File: config.mk
export PLATFORM = sky130hd
export DESIGN_NAME = imem_loader
export DESIGN_NICKNAME = d
export VERILOG_FILES = /design/src/rtl/imem_loader.sv
export SDC_FILE = /design/constraint.sdc
export NUM_CORES = 1
export LEC_CHECK = 0
export ABC_AREA = 1
export BUFFER_PORTS_ARGS = -buffer_cell sky130_fd_sc_hd__buf_2
export CAP_MARGIN = 20
export CELL_PAD_IN_SITES_DETAIL_PLACEMENT = 1
export CELL_PAD_IN_SITES_GLOBAL_PLACEMENT = 1
export CORE_MARGIN = 1.5
export CORE_UTILIZATION = 40
export DETAILED_ROUTE_END_ITERATION = 8
export PLACE_DENSITY = 0.84
export SLEW_MARGIN = 10
export SYNTH_ARGS = -nofsm -noshare
export SYNTH_HDL_FRONTEND = slang
export SYNTH_SLANG_ARGS = --single-unit
File: constraint.sdc
create_clock -name clk -period 2.1 [get_ports clk]
set_input_delay 0.21 -clock clk [delete_from_list [all_inputs] [get_ports clk]]
set_output_delay 0.21 -clock clk [all_outputs]
set_load 0.03 [all_outputs]
File: src/rtl/imem_loader.sv
// Boot-time byte-stream loader: assembles little-endian words into instruction memory,
// then releases cpu_reset. Optional trailing XOR checksum under LOADER_CHECKSUM_EN.
module imem_loader #(
    parameter int ADDR_W    = 10,
    parameter int MAX_WORDS = 1024
) (
    input  logic              clk,
    input  logic              reset,
    input  logic              in_valid,
    input  logic [7:0]        in_data,
    output logic              in_ready,
    output logic              mem_we,
    output logic [ADDR_W-1:0] mem_addr,
    output logic [31:0]       mem_wdata,
    output logic              cpu_reset,
    output logic              done,
    output logic              error,
    output logic [ADDR_W:0]   word_count
);

    typedef enum logic [2:0] {
        ST_HDR0 = 3'd0,
        ST_HDR1 = 3'd1,
        ST_DATA = 3'd2,
        ST_RUN  = 3'd3,
        ST_ERR  = 3'd4
`ifdef LOADER_CHECKSUM_EN
        , ST_CHECK = 3'd5
`endif
    } state_t;

`ifdef LOADER_CHECKSUM_EN
    localparam state_t ST_TAIL = ST_CHECK;
`else
    localparam state_t ST_TAIL = ST_RUN;
`endif

    localparam logic [31:0]     MAX_WORDS_L = MAX_WORDS;
    localparam logic [ADDR_W:0] ONE_W       = (ADDR_W+1)'(1);

    state_t              state_q;
    logic [7:0]          n_lo_q;
    logic [ADDR_W:0]     n_q;
    logic [23:0]         asm_q;
    logic [1:0]          idx_q;
    logic [ADDR_W:0]     word_count_q;
    logic                mem_we_q;
    logic [ADDR_W-1:0]   mem_addr_q;
    logic [31:0]         mem_wdata_q;
    logic                cpu_reset_q;
`ifdef LOADER_CHECKSUM_EN
    logic [7:0]          csum_q;
`endif

    logic                accept;
    logic [31:0]         n_hdr_d;
    logic [31:0]         asm_d;
    logic [ADDR_W:0]     count_d;

    always_comb begin
        in_ready = (state_q != ST_RUN) && (state_q != ST_ERR);
        accept   = in_valid && in_ready;
        n_hdr_d  = {16'd0, in_data, n_lo_q};
        asm_d    = {in_data, asm_q};
        count_d  = word_count_q + ONE_W;
    end

    // cpu_reset trails the state by one cycle so the final write lands before the first fetch.
    always_ff @(posedge clk) begin
        if (reset) begin
            state_q      <= ST_HDR0;
            n_lo_q       <= 8'd0;
            n_q          <= '0;
            asm_q        <= 24'd0;
            idx_q        <= 2'd0;
            word_count_q <= '0;
            mem_we_q     <= 1'b0;
            mem_addr_q   <= '0;
            mem_wdata_q  <= 32'd0;
            cpu_reset_q  <= 1'b1;
`ifdef LOADER_CHECKSUM_EN
            csum_q       <= 8'd0;
`endif
        end else begin
            mem_we_q    <= 1'b0;
            cpu_reset_q <= (state_q != ST_RUN);
            if (accept) begin
                unique case (state_q)
                    ST_HDR0: begin
                        n_lo_q  <= in_data;
                        state_q <= ST_HDR1;
                    end
                    ST_HDR1: begin
                        n_q <= n_hdr_d[ADDR_W:0];
                        if (n_hdr_d > MAX_WORDS_L) begin
                            state_q <= ST_ERR;
                        end else if (n_hdr_d == 32'd0) begin
                            state_q <= ST_TAIL;
                        end else begin
                            state_q <= ST_DATA;
                        end
                    end
                    ST_DATA: begin
                        asm_q <= asm_d[31:8];
                        idx_q <= idx_q + 2'd1;
`ifdef LOADER_CHECKSUM_EN
                        csum_q <= csum_q ^ in_data;
`endif
                        if (idx_q == 2'd3) begin
                            mem_we_q     <= 1'b1;
                            mem_addr_q   <= word_count_q[ADDR_W-1:0];
                            mem_wdata_q  <= asm_d;
                            word_count_q <= count_d;
                            if (count_d == n_q) begin
                                state_q <= ST_TAIL;
                            end
                        end
                    end
`ifdef LOADER_CHECKSUM_EN
                    ST_CHECK: begin
                        state_q <= (in_data == csum_q) ? ST_RUN : ST_ERR;
                    end
`endif
                    default: begin
                    end
                endcase
            end
        end
    end

    assign mem_we     = mem_we_q;
    assign mem_addr   = mem_addr_q;
    assign mem_wdata  = mem_wdata_q;
    assign cpu_reset  = cpu_reset_q;
    assign done       = (state_q == ST_RUN);
    assign error      = (state_q == ST_ERR);
    assign word_count = word_count_q;

endmodule
[Word level (Yosys, flattened, before mapping)]
Cells that the tools add are included.
W data, S select, Z words.
Storage, ports and cells
  bits in registers: 103
  output and inout port bits: 58
Operators by class
  add/subtract/negate cells: 2
  magnitude comparators: 1
  eq/ne operators: 10
  muxes and demuxes: 6
  bitwise gates (word level): 2
  reduce and logical (&&, ||, !) cells: 11
Operators by type and width (count)
  $logic_not A32 Y1: 1
  $gt A16 B11 Y1 const B: 1
  $add A11 B1 Y11 const B: 1
  $eq A11 B11 Y1: 1
  $mux W3: 3
  $pmux W3 S3: 1
  $eq A3 B2 Y1 const B: 2
  $reduce_and A2 Y1: 3
  $ne A2 B2 Y1 const B: 2
  $reduce_and A4 Y1: 1
  $eq A3 B1 Y1 const B: 1
  $eq A3 B3 Y1 const B: 1
  $logic_not A3 Y1: 1
  $ne A3 B2 Y1 const B: 1
  $ne A3 B3 Y1 const B: 1
  $reduce_and A3 Y1: 1
  $reduce_bool A3 Y1: 1
  $reduce_or A3 Y1: 1
  $add A2 B1 Y2 const B: 1
  $eq A2 B2 Y1 const B: 1
  $logic_and A1 B1 Y1: 2
  $mux W1: 2
  $not A1 Y1: 2

[Longest topological paths before layout]
Gate-level depths: netlist (run 1).
  word-level depth: 5
  depth in mapped cells: 14
  mapped depth without buffers: 14

[Least setup slack after synthesis (run 1)]
OpenSTA, ideal clock, no wires.
  path type: flip-flop to flip-flop
  start point: register word_count_q[0], in the netlist word_count[0]
  end point: register state_q[0]
  arrival: 1.817 ns
  required time: 2.029 ns
  setup slack: 0.211 ns
  stages on the path, launching flop included: 14
  buffers on the path: 0
  path through: dfxtp_1 > ha_1 > nand2_2 > nor2_1 > nand3b_1 > nand2_1 > nand2_1 > nand2_1 > nand3_1 > nor2_1 > nand2_1 > nand2_1 > nand3_1 > a21oi_1
On the way
  cells in the longest elaborated chain, start to end: 4
Ends and longest elaborated chain
  from (decl): line 46  | logic [ADDR_W:0] word_count_q;
  from (signal assigned): line 113  | word_count_q <= count_d;
  $add A11 B1 Y11: line 65  | count_d = word_count_q + ONE_W;
  $eq A11 B11 Y1: line 114  | if (count_d == n_q) begin
  $ne A2 B2 Y1 (no line)
  $reduce_and A4 Y1 (no line)
  to (signal assigned): line 71  | state_q <= ST_HDR0;
  to (signal assigned): line 91  | state_q <= ST_HDR1;
  to (signal assigned): line 115  | state_q <= ST_TAIL;
  to (decl): line 41  | state_t state_q;
Every way passes these cells.
A chain may end at the register's enable or synchronous reset.

[Worst setup path in the final report (run 1)]
  start point: register word_count_q[0], in the netlist word_count[0]
  end point: register state_q[2]
The elaborated chain is that of the path after synthesis.

==> summary.txt, run 1 <==
Post-layout instance area - 4780 µm²
Fin crit share - 90.9%
Initial drt markers - 99
Fmax - 524 MHz
Worst skew pair latency - 0.38 ns
CP required - 2.40 ns
Synth Area in Compound Gates - 17.9%
Hold depth - 3
Leakage - 2.24 nW
Area growth from synthesis to layout - 16.7%
DRT antenna net count - 0
Seq cells post-synth - 103
Fin nets - 619
Final min period - 1.91 ns
DR vias/cell - 5.20
Utilization after layout - 48.4%
Startpoint types - flop
Netlist cell types - 28
# IOs - 69
Via Count - 3869
Max_cap viols - 0
Critical path class - reg -> reg
Syn avg cell area - 7.56 µm²
Simple-Gate Fraction of Synth Area - 22.5%
Initial cell density of the core - 41.5%
Post-Syn Nets - 555
Hold violation total from the final report - 0
Die area - 10900 µm²
Xor/xnor share of the synthesized area - 0.978%
Number of global-route vias before repair - 4009
First-pass DRT Iterations - 4
DP HPWL - 8.58 mm
CTS max path bufs - 2
Total GRT Usage - 22.3%
Row count - 36
Area of the core - 9860 µm²
Cts repair resizes - 0
CTS tree - yes
Post-Syn Instances - 542
Hold Crit Class - in -> reg
Gr ovfl total - 0
WP data arrival - 2.21 ns
YS warnings - 0
Worst clock skew - 0.0139 ns
R2R depth - 11
Largest net degree at the start of global routing - 51
Slew @ Worst Pin - 0.558 ns
CTS Root Cell - clkbuf_8
Sequential fraction of the synthesis area - 50.4%
DRC viols - 0
R2R setup slack - 0.19 ns
Setup TNS Final - 0 ns
GP Congestion - 0.810
Cts hold-fix bufs - 0
Total Wirelength - 11.7 mm
Max-slew violations - 0
Maximum vdd ir drop - 0.000373 V
DR WL/cell - 15.8 µm
Critical-path maximum fanout - 5
Die width - 104 µm
RSZ-0062 raised after global routing - no
Htree depth - 3
Diode count - 0
Status - complete, no violations
CTS Buf Count - 9
Clk slew on worst S/H paths - 0.11 ns
PD cells - 780 nW/µm²
Crit end category - flop
# setup viols final - 0
Post-DP Area - 4590 µm²
First-pass GRT wire length - 19.5 mm
Commonest non-fill, non-tap cell in the layout - dfxtp_1
Height of the die - 104 µm
Setup bufs post-CTS - 0
Main combinational cell family by area after synthesis - simple AND/OR/NAND/NOR gates
Post-synthesis mux area share - 0%
Post-Synth Adder-Cell Area - 0.611%
Layout cell share with drive strength beyond 1 - 18.0%
Total power - 3.72 mW
Crit path from - word_count[0]
Most frequent cells in the layout - 103 x dfxtp_1, 81 x nand2_1, 75 x o21ai_0
FF-to-FF End - state_q[2]
Number of port buffers - 68
# clock sinks - 103
Max_slew headroom - 62.7%
Post-Syn Area - 4100 µm²
Crit path capture - state_q[2]
Initial antenna violation count - 0
FF-to-FF Start - word_count[0]
[layer usage]
metal	routed length, µm	global-route usage [%]	vias to the layer above	part of all wire [%]
li1	-	-	1895	-
met1	4980	25.2	1879	42
met2	6070	40.8	70	52
met3	349	3.76	25	3.0
met4	336	10.3	0	2.9
met5	0	0	-	0
[critical path, cell delays in order, from the launching register on]
cell     delay [ns]
dfxtp_1        0.36
ha_1           0.22
nand2_2        0.12
nor2_4         0.17
nand2_1        0.13
xnor3_1        0.23
nand2_1        0.05
nor2_1         0.13
nand2_1        0.09
nand2_1        0.10
nand3_1        0.08
a21oi_1        0.14
[flip-flops by register name, indices dropped and copies added (netlist names)]
register    count
mem_addr       10
n_q            11
mem_wdata      32
mem_we          1
idx_q           2
word_count     11
cpu_reset       1
asm_q          24
state_q         3
n_lo_q          8
[synth_stat cells]
cell,n,area (µm²)
nand4_1,4,25.0
o21ai_1,11,55.1
xnor3_1,1,22.5
xnor2_1,1,8.76
inv_1,47,176
nor3_1,2,10.0
nand2_2,1,6.26
buf_1,1,3.75
xor2_1,1,8.76
buf_4,1,7.51
and2_1,1,6.26
nor3_4,1,16.3
nor2_4,2,22.5
a21oi_1,57,285
a31oi_1,3,18.8
nand3_1,39,195
nor2_8,2,40.0
nand3_2,1,10.0
inv_2,6,22.5
buf_2,8,40.0
clkbuf_1,17,63.8
nor2_1,72,270
nand2_1,81,304
dfxtp_1,103,2060
nor4_1,1,6.26
nand3b_1,1,7.51
ha_1,2,25.0
o21ai_0,75,375
[where the power goes]
group          total (mW)  switching (mW)  internal [mW]
sequential           2.12          0.0654           2.05
clock                1.21           0.755          0.458
combinational       0.395           0.270          0.125
[layout make-up]
cell class	instances	area [µm²]
clock buffer	9	124
clock inverter	7	63.8
fill	1249	5090
inverter	53	199
multi-input combinational	359	1720
sequential	103	2060
tap	133	166
timing repair buffer	80	443
[worst min-delay path by stage]
stage                     from             to
detailed placement   asm_q[10]  mem_wdata[10]
global route        in_data[2]  mem_wdata[26]
global placement      idx_q[0]       idx_q[0]
finish              in_data[2]  mem_wdata[26]
floorplan           in_data[2]  mem_wdata[26]
CTS                 in_data[2]  mem_wdata[26]
[stage by stage]
stage	hold WS, ns	std cells	setup WS [ns]
6_report	0.120	744	0.192
5_1_grt	0.125	744	0.0253
4_1_cts	0.108	744	0.205
3_5_place_dp	0.465	728	0.248
3_3_place_gp	0.451	728	0.369
2_1_floorplan	0.313	542	0.211
[logic make-up after synthesis]
family / Yosys count
buffers and inverters: 80
AND/OR/NAND/NOR: 208
flip-flops: 103
AO/OA/AOI/OAI: 146
adder cells (fa/ha/maj): 2
XOR/XNOR: 3
Note: power is estimated with default switching activity, not from simulation.
==> run 2: changes to the inputs <==
- REMOVE_ABC_BUFFERS: unset -> 1
==> run 2 against run 1 <==
Against the previous run: critical path depth is 2 higher; maximum frequency is 0.69% lower; sequential power hardly changed; critical endpoint unchanged; via count is 0.52% lower; clock skew is 0.0016 ns higher; final cell count is 0.40% lower; first-iteration DRC count is 26% higher; sequential share of layout area is 0.14 points higher.
==> summary.txt, run 2 (synthesis results as in run 1) <==
Status - complete, no violations
Dpl cells - 725
R2R setup slack - 0.18 ns
First-pass DRT Iterations - 4
# clock sinks - 103
Fin crit share - 91.5%
Number of global-route vias before repair - 3866
Fin nets - 616
Commonest non-fill, non-tap cell in the layout - dfxtp_1
Fmax - 520 MHz
Max_slew headroom - 64.6%
Switching portion of total power - 29.2%
Worst skew pair latency - 0.37 ns
Hold Slack - 0.135 ns
Fillers - 1286
Initial antenna violation count - 0
Leakage - 2.23 nW
Area of the core - 9860 µm²
Cts repair resizes - 0
Die area - 10900 µm²
Hold violation total from the final report - 0
Post-Layout Cell Count - 741
Largest net degree at the start of global routing - 82
Hold Crit Class - in -> reg
Area growth from synthesis to layout - 16.3%
Pre-CTS setup slack - 0.292 ns
DP HPWL - 7.93 mm
Via Count - 3849
Startpoint types - flop
FF-to-FF Start - word_count[0]
PD cells - 782 nW/µm²
Initial cell density of the core - 41.5%
WP data arrival - 2.22 ns
Crit end category - flop
CTS Root Cell - clkbuf_8
Total Wirelength - 11.4 mm
First-pass GRT wire length - 18.9 mm
# IOs - 69
Max-slew violations - 0
DRT antenna net count - 0
Final min period - 1.92 ns
CP required - 2.40 ns
CTS tree - yes
Row count - 36
Max reg flops - 32
NetSw - 1.09 mW
Max_cap viols - 0
Number of port buffers - 68
Clk slew on worst S/H paths - 0.11 ns
Die width - 104 µm
Height of the die - 104 µm
Post-DP Area - 4570 µm²
Critical-path maximum fanout - 4
Setup bufs post-CTS - 0
Slew @ Worst Pin - 0.530 ns
Htree depth - 3
Crit path capture - state_q[2]
Initial drt markers - 125
Worst clock skew - 0.0155 ns
Total GRT Usage - 21.5%
GP Congestion - 0.850
DR WL/cell - 15.4 µm
RSZ-0062 raised after global routing - no
Cts hold-fix bufs - 0
DRC viols - 0
Post-layout instance area - 4760 µm²
CTS Buf Count - 9
Clock power frac - 32.9%
Reg power frac - 56.8%
CTS max path bufs - 2
Combinational Power Share - 10.3%
Gr ovfl total - 0
P_int - 2.63 mW
Fin worst setup slack - 0.179 ns
Setup TNS Final - 0 ns
Diode count - 0
Critical path class - reg -> reg
Layout cell share with drive strength beyond 1 - 17.8%
Maximum vdd ir drop - 0.000280 V
R2R depth - 13
DR vias/cell - 5.19
Crit path from - word_count[0]
Most frequent cells in the layout - 103 x dfxtp_1, 81 x nand2_1, 75 x o21ai_0
# setup viols final - 0
FF-to-FF End - state_q[2]
## run 2: worst min-delay path by stage
stage / cells past startpoint / end / start
after floorplan: 1 / mem_addr[0] / reset
after global placement: 2 / mem_addr[0] / mem_addr[0]
after detailed placement: 2 / mem_wdata[13] / mem_wdata[13]
after CTS: 3 / mem_wdata[28] / in_data[4]
after global routing: 3 / mem_wdata[28] / in_data[4]
final: 3 / mem_wdata[28] / in_data[4]
## run 2: metal layers
metal  wire length [µm]  GRT usage (%)  up-vias
li1                   -              -     1898
met1               5050           26.3     1837
met2               5590           37.8       90
met3                506           3.57       24
met4                231           8.04        0
met5                  0              0        -
## run 2: stage by stage
| step | util, % | power, mW |
|---|---|---|
| 6_report | 48.3 | 3.72 |
| 3_5_place_dp | 46.3 | 2.54 |
| 4_1_cts | 48.2 | 3.75 |
| 2_1_floorplan | - | 2.40 |
| 3_3_place_gp | 46.3 | 2.51 |
| 5_1_grt | 48.3 | 3.88 |
## run 2: power by group through the flow
stage / clock (mW) / sequential [mW] / combinational [mW]
finish: 1.23 / 2.12 / 0.383
floorplan: 0 / 2.14 / 0.261
global placement: 0 / 2.15 / 0.359
global route: 1.32 / 2.13 / 0.433
detailed placement: 0 / 2.16 / 0.379
CTS: 1.25 / 2.12 / 0.386
## run 2: layout make-up
type	instances	area, µm²	share of cell area [%]
Multi-Input combinational cell	359	1720	36.2
Inverter	53	199	4.18
Tap cell	133	166	3.49
Timing Repair Buffer	77	420	8.83
Sequential cell	103	2060	43.3
Clock inverter	6	62.6	1.31
Clock buffer	10	128	2.68
## run 2: critical path: stages, from the launching register on
cell and delay, ns:
dfxtp_1 0.35, ha_1 0.20, nand2_2 0.12, nor2_2 0.15, nand3b_1 0.14, nand2_1 0.10
nand2_1 0.05, nand2_1 0.05, nand3_1 0.12, nor2_1 0.12, nand2_1 0.06, nand2_1 0.11
nand3_1 0.10, a21oi_1 0.18
==> run 3: changes to the inputs <==
- BUFFER_PORTS_ARGS: -buffer_cell sky130_fd_sc_hd__buf_2 -> -buffer_cell sky130_fd_sc_hd__buf_4
==> run 3 against run 2 <==
Against the previous run: register-to-register slack barely moved; die area unchanged; flip-flop and latch count is the same; total power up 3.2%; via count up 1.0%; sequential power hardly changed; global-route usage rose by 0.51 points; largest power group unchanged.
==> summary.txt, run 3 (synthesis results as in run 1) <==
CTS max path bufs - 2
Clk slew on worst S/H paths - 0.10 ns
Worst clock skew - 0.0131 ns
Htree depth - 3
Initial drt markers - 135
DRC viols - 0
Crit end category - flop
Crit path from - word_count[0]
Utilization after layout - 50.7%
Worst skew pair latency - 0.37 ns
CTS Buf Count - 9
CP required - 2.40 ns
Via Count - 3888
Number of global-route vias before repair - 4004
# setup viols final - 0
CTS tree - yes
Fin nets - 622
Number of port buffers - 68
GP Congestion - 0.867
Die area - 10900 µm²
Startpoint types - flop
Cell mode on critical path - nand2_1
Slowest-stage cell, CP - dfxtp_1
Critical-path maximum fanout - 4
Initial antenna violation count - 0
Area growth from synthesis to layout - 22.2%
Slew @ Worst Pin - 0.582 ns
Total GRT Usage - 22.0%
Max reg flops - 32
Hold Crit Class - in -> reg
Diode count - 0
Critical path class - reg -> reg
Final min period - 1.93 ns
DP HPWL - 8.09 mm
PD cells - 768 nW/µm²
Initial cell density of the core - 41.5%
Max_cap viols - 0
Die width - 104 µm
WP data arrival - 2.23 ns
Area of the core - 9860 µm²
Layout cell share with drive strength beyond 1 - 18.9%
Gr ovfl total - 0
Height of the die - 104 µm
DR vias/cell - 5.20
DRT antenna net count - 0
FF-to-FF Start - word_count[0]
Status - complete, no violations
Hold violation total from the final report - 0
Total power - 3.84 mW
Worst hold start - in_data[2]
Fin crit share - 91.9%
Most frequent cells in the layout - 102 x dfxtp_1, 82 x buf_4, 81 x nand2_1
Maximum vdd ir drop - 0.000414 V
Largest net degree at the start of global routing - 59
Commonest non-fill, non-tap cell in the layout - dfxtp_1
CTS Root Cell - clkbuf_8
Total Wirelength - 11.7 mm
Max-slew violations - 0
First-pass DRT Iterations - 4
Max_slew headroom - 61.1%
Row count - 36
First-pass GRT wire length - 19.3 mm
DR WL/cell - 15.7 µm
Leakage - 2.27 nW
# IOs - 69
Setup TNS Final - 0 ns
Worst path max stage delay - 0.37 ns
# clock sinks - 103
Critical path cell sequence - ha_2 -> nand2_2 -> nand2_1 -> nand2_1 -> nand2_1 -> nand3_1 -> nor2_1 -> nand3_1 -> nor2_1 -> nand2_1 -> nand2_1 -> nand3_1 -> a21oi_1
Fmax - 518 MHz
[run 3: cell count changes in the layout (fill, tap and decap cells not counted), moves of 2 or more]
cell	delta
inv_6	-2
clkinv_4	+2
buf_4	+74
buf_2	-68
[run 3: area by class of cell]
class / count / area (µm²)
tap: 133 / 166
clock inverter: 6 / 76.3
sequential: 103 / 2060
fill: 1258 / 4860
inverter: 53 / 199
clock buffer: 10 / 138
multi-input combinational: 359 / 1720
timing repair buffer: 83 / 636
[run 3: metal layers]
metal	wire [µm]	vias up	global-route usage [%]
met5	0	-	0
met3	372	13	3.32
li1	-	1901	-
met1	5150	1906	25.4
met4	154	0	7.34
met2	6050	68	41.1
[run 3: metrics by stage]
stage | setup slack (ns) | cells | area [µm²] | hold slack (ns)
5_1_grt | -0.0153 | 747 | 5000 | 0.100
3_5_place_dp | 0.200 | 726 | 4740 | 0.461
4_1_cts | 0.148 | 742 | 4960 | 0.0965
6_report | 0.171 | 747 | 5000 | 0.105
3_3_place_gp | 0.327 | 726 | 4740 | 0.455
2_1_floorplan | -0.134 | 515 | 3980 | 0.279
[run 3: worst paths after layout]
| path | end | slack (ns) | cells past startpoint |
|---|---|---|---|
| worst min register to register | n_q[9] | 0.48 | 2 |
| worst max-delay path | state_q[0] | 0.17 | 13 |
| worst max register to register | state_q[0] | 0.17 | 13 |
| worst min-delay path | mem_wdata[26] | 0.10 | 3 |
[run 3: power by group]
group          total (mW)  switching [mW]  internal [mW]
clock                1.34           0.733          0.603
sequential           2.12          0.0645           2.05
combinational       0.391           0.263          0.129
[run 3: timing repair]
item	CTS	global route
gates resized for setup	0	3
setup buffers	0	5
setup endpoints to repair	0	4
hold buffers	0	0
[run 3: worst max-delay path: cells and delay by family (launching register included)]
family | cells | cell delay, ns
compound gates | 1 | 0.15
simple gates | 11 | 1.13
fa+ha+maj | 1 | 0.22
flops | 1 | 0.37
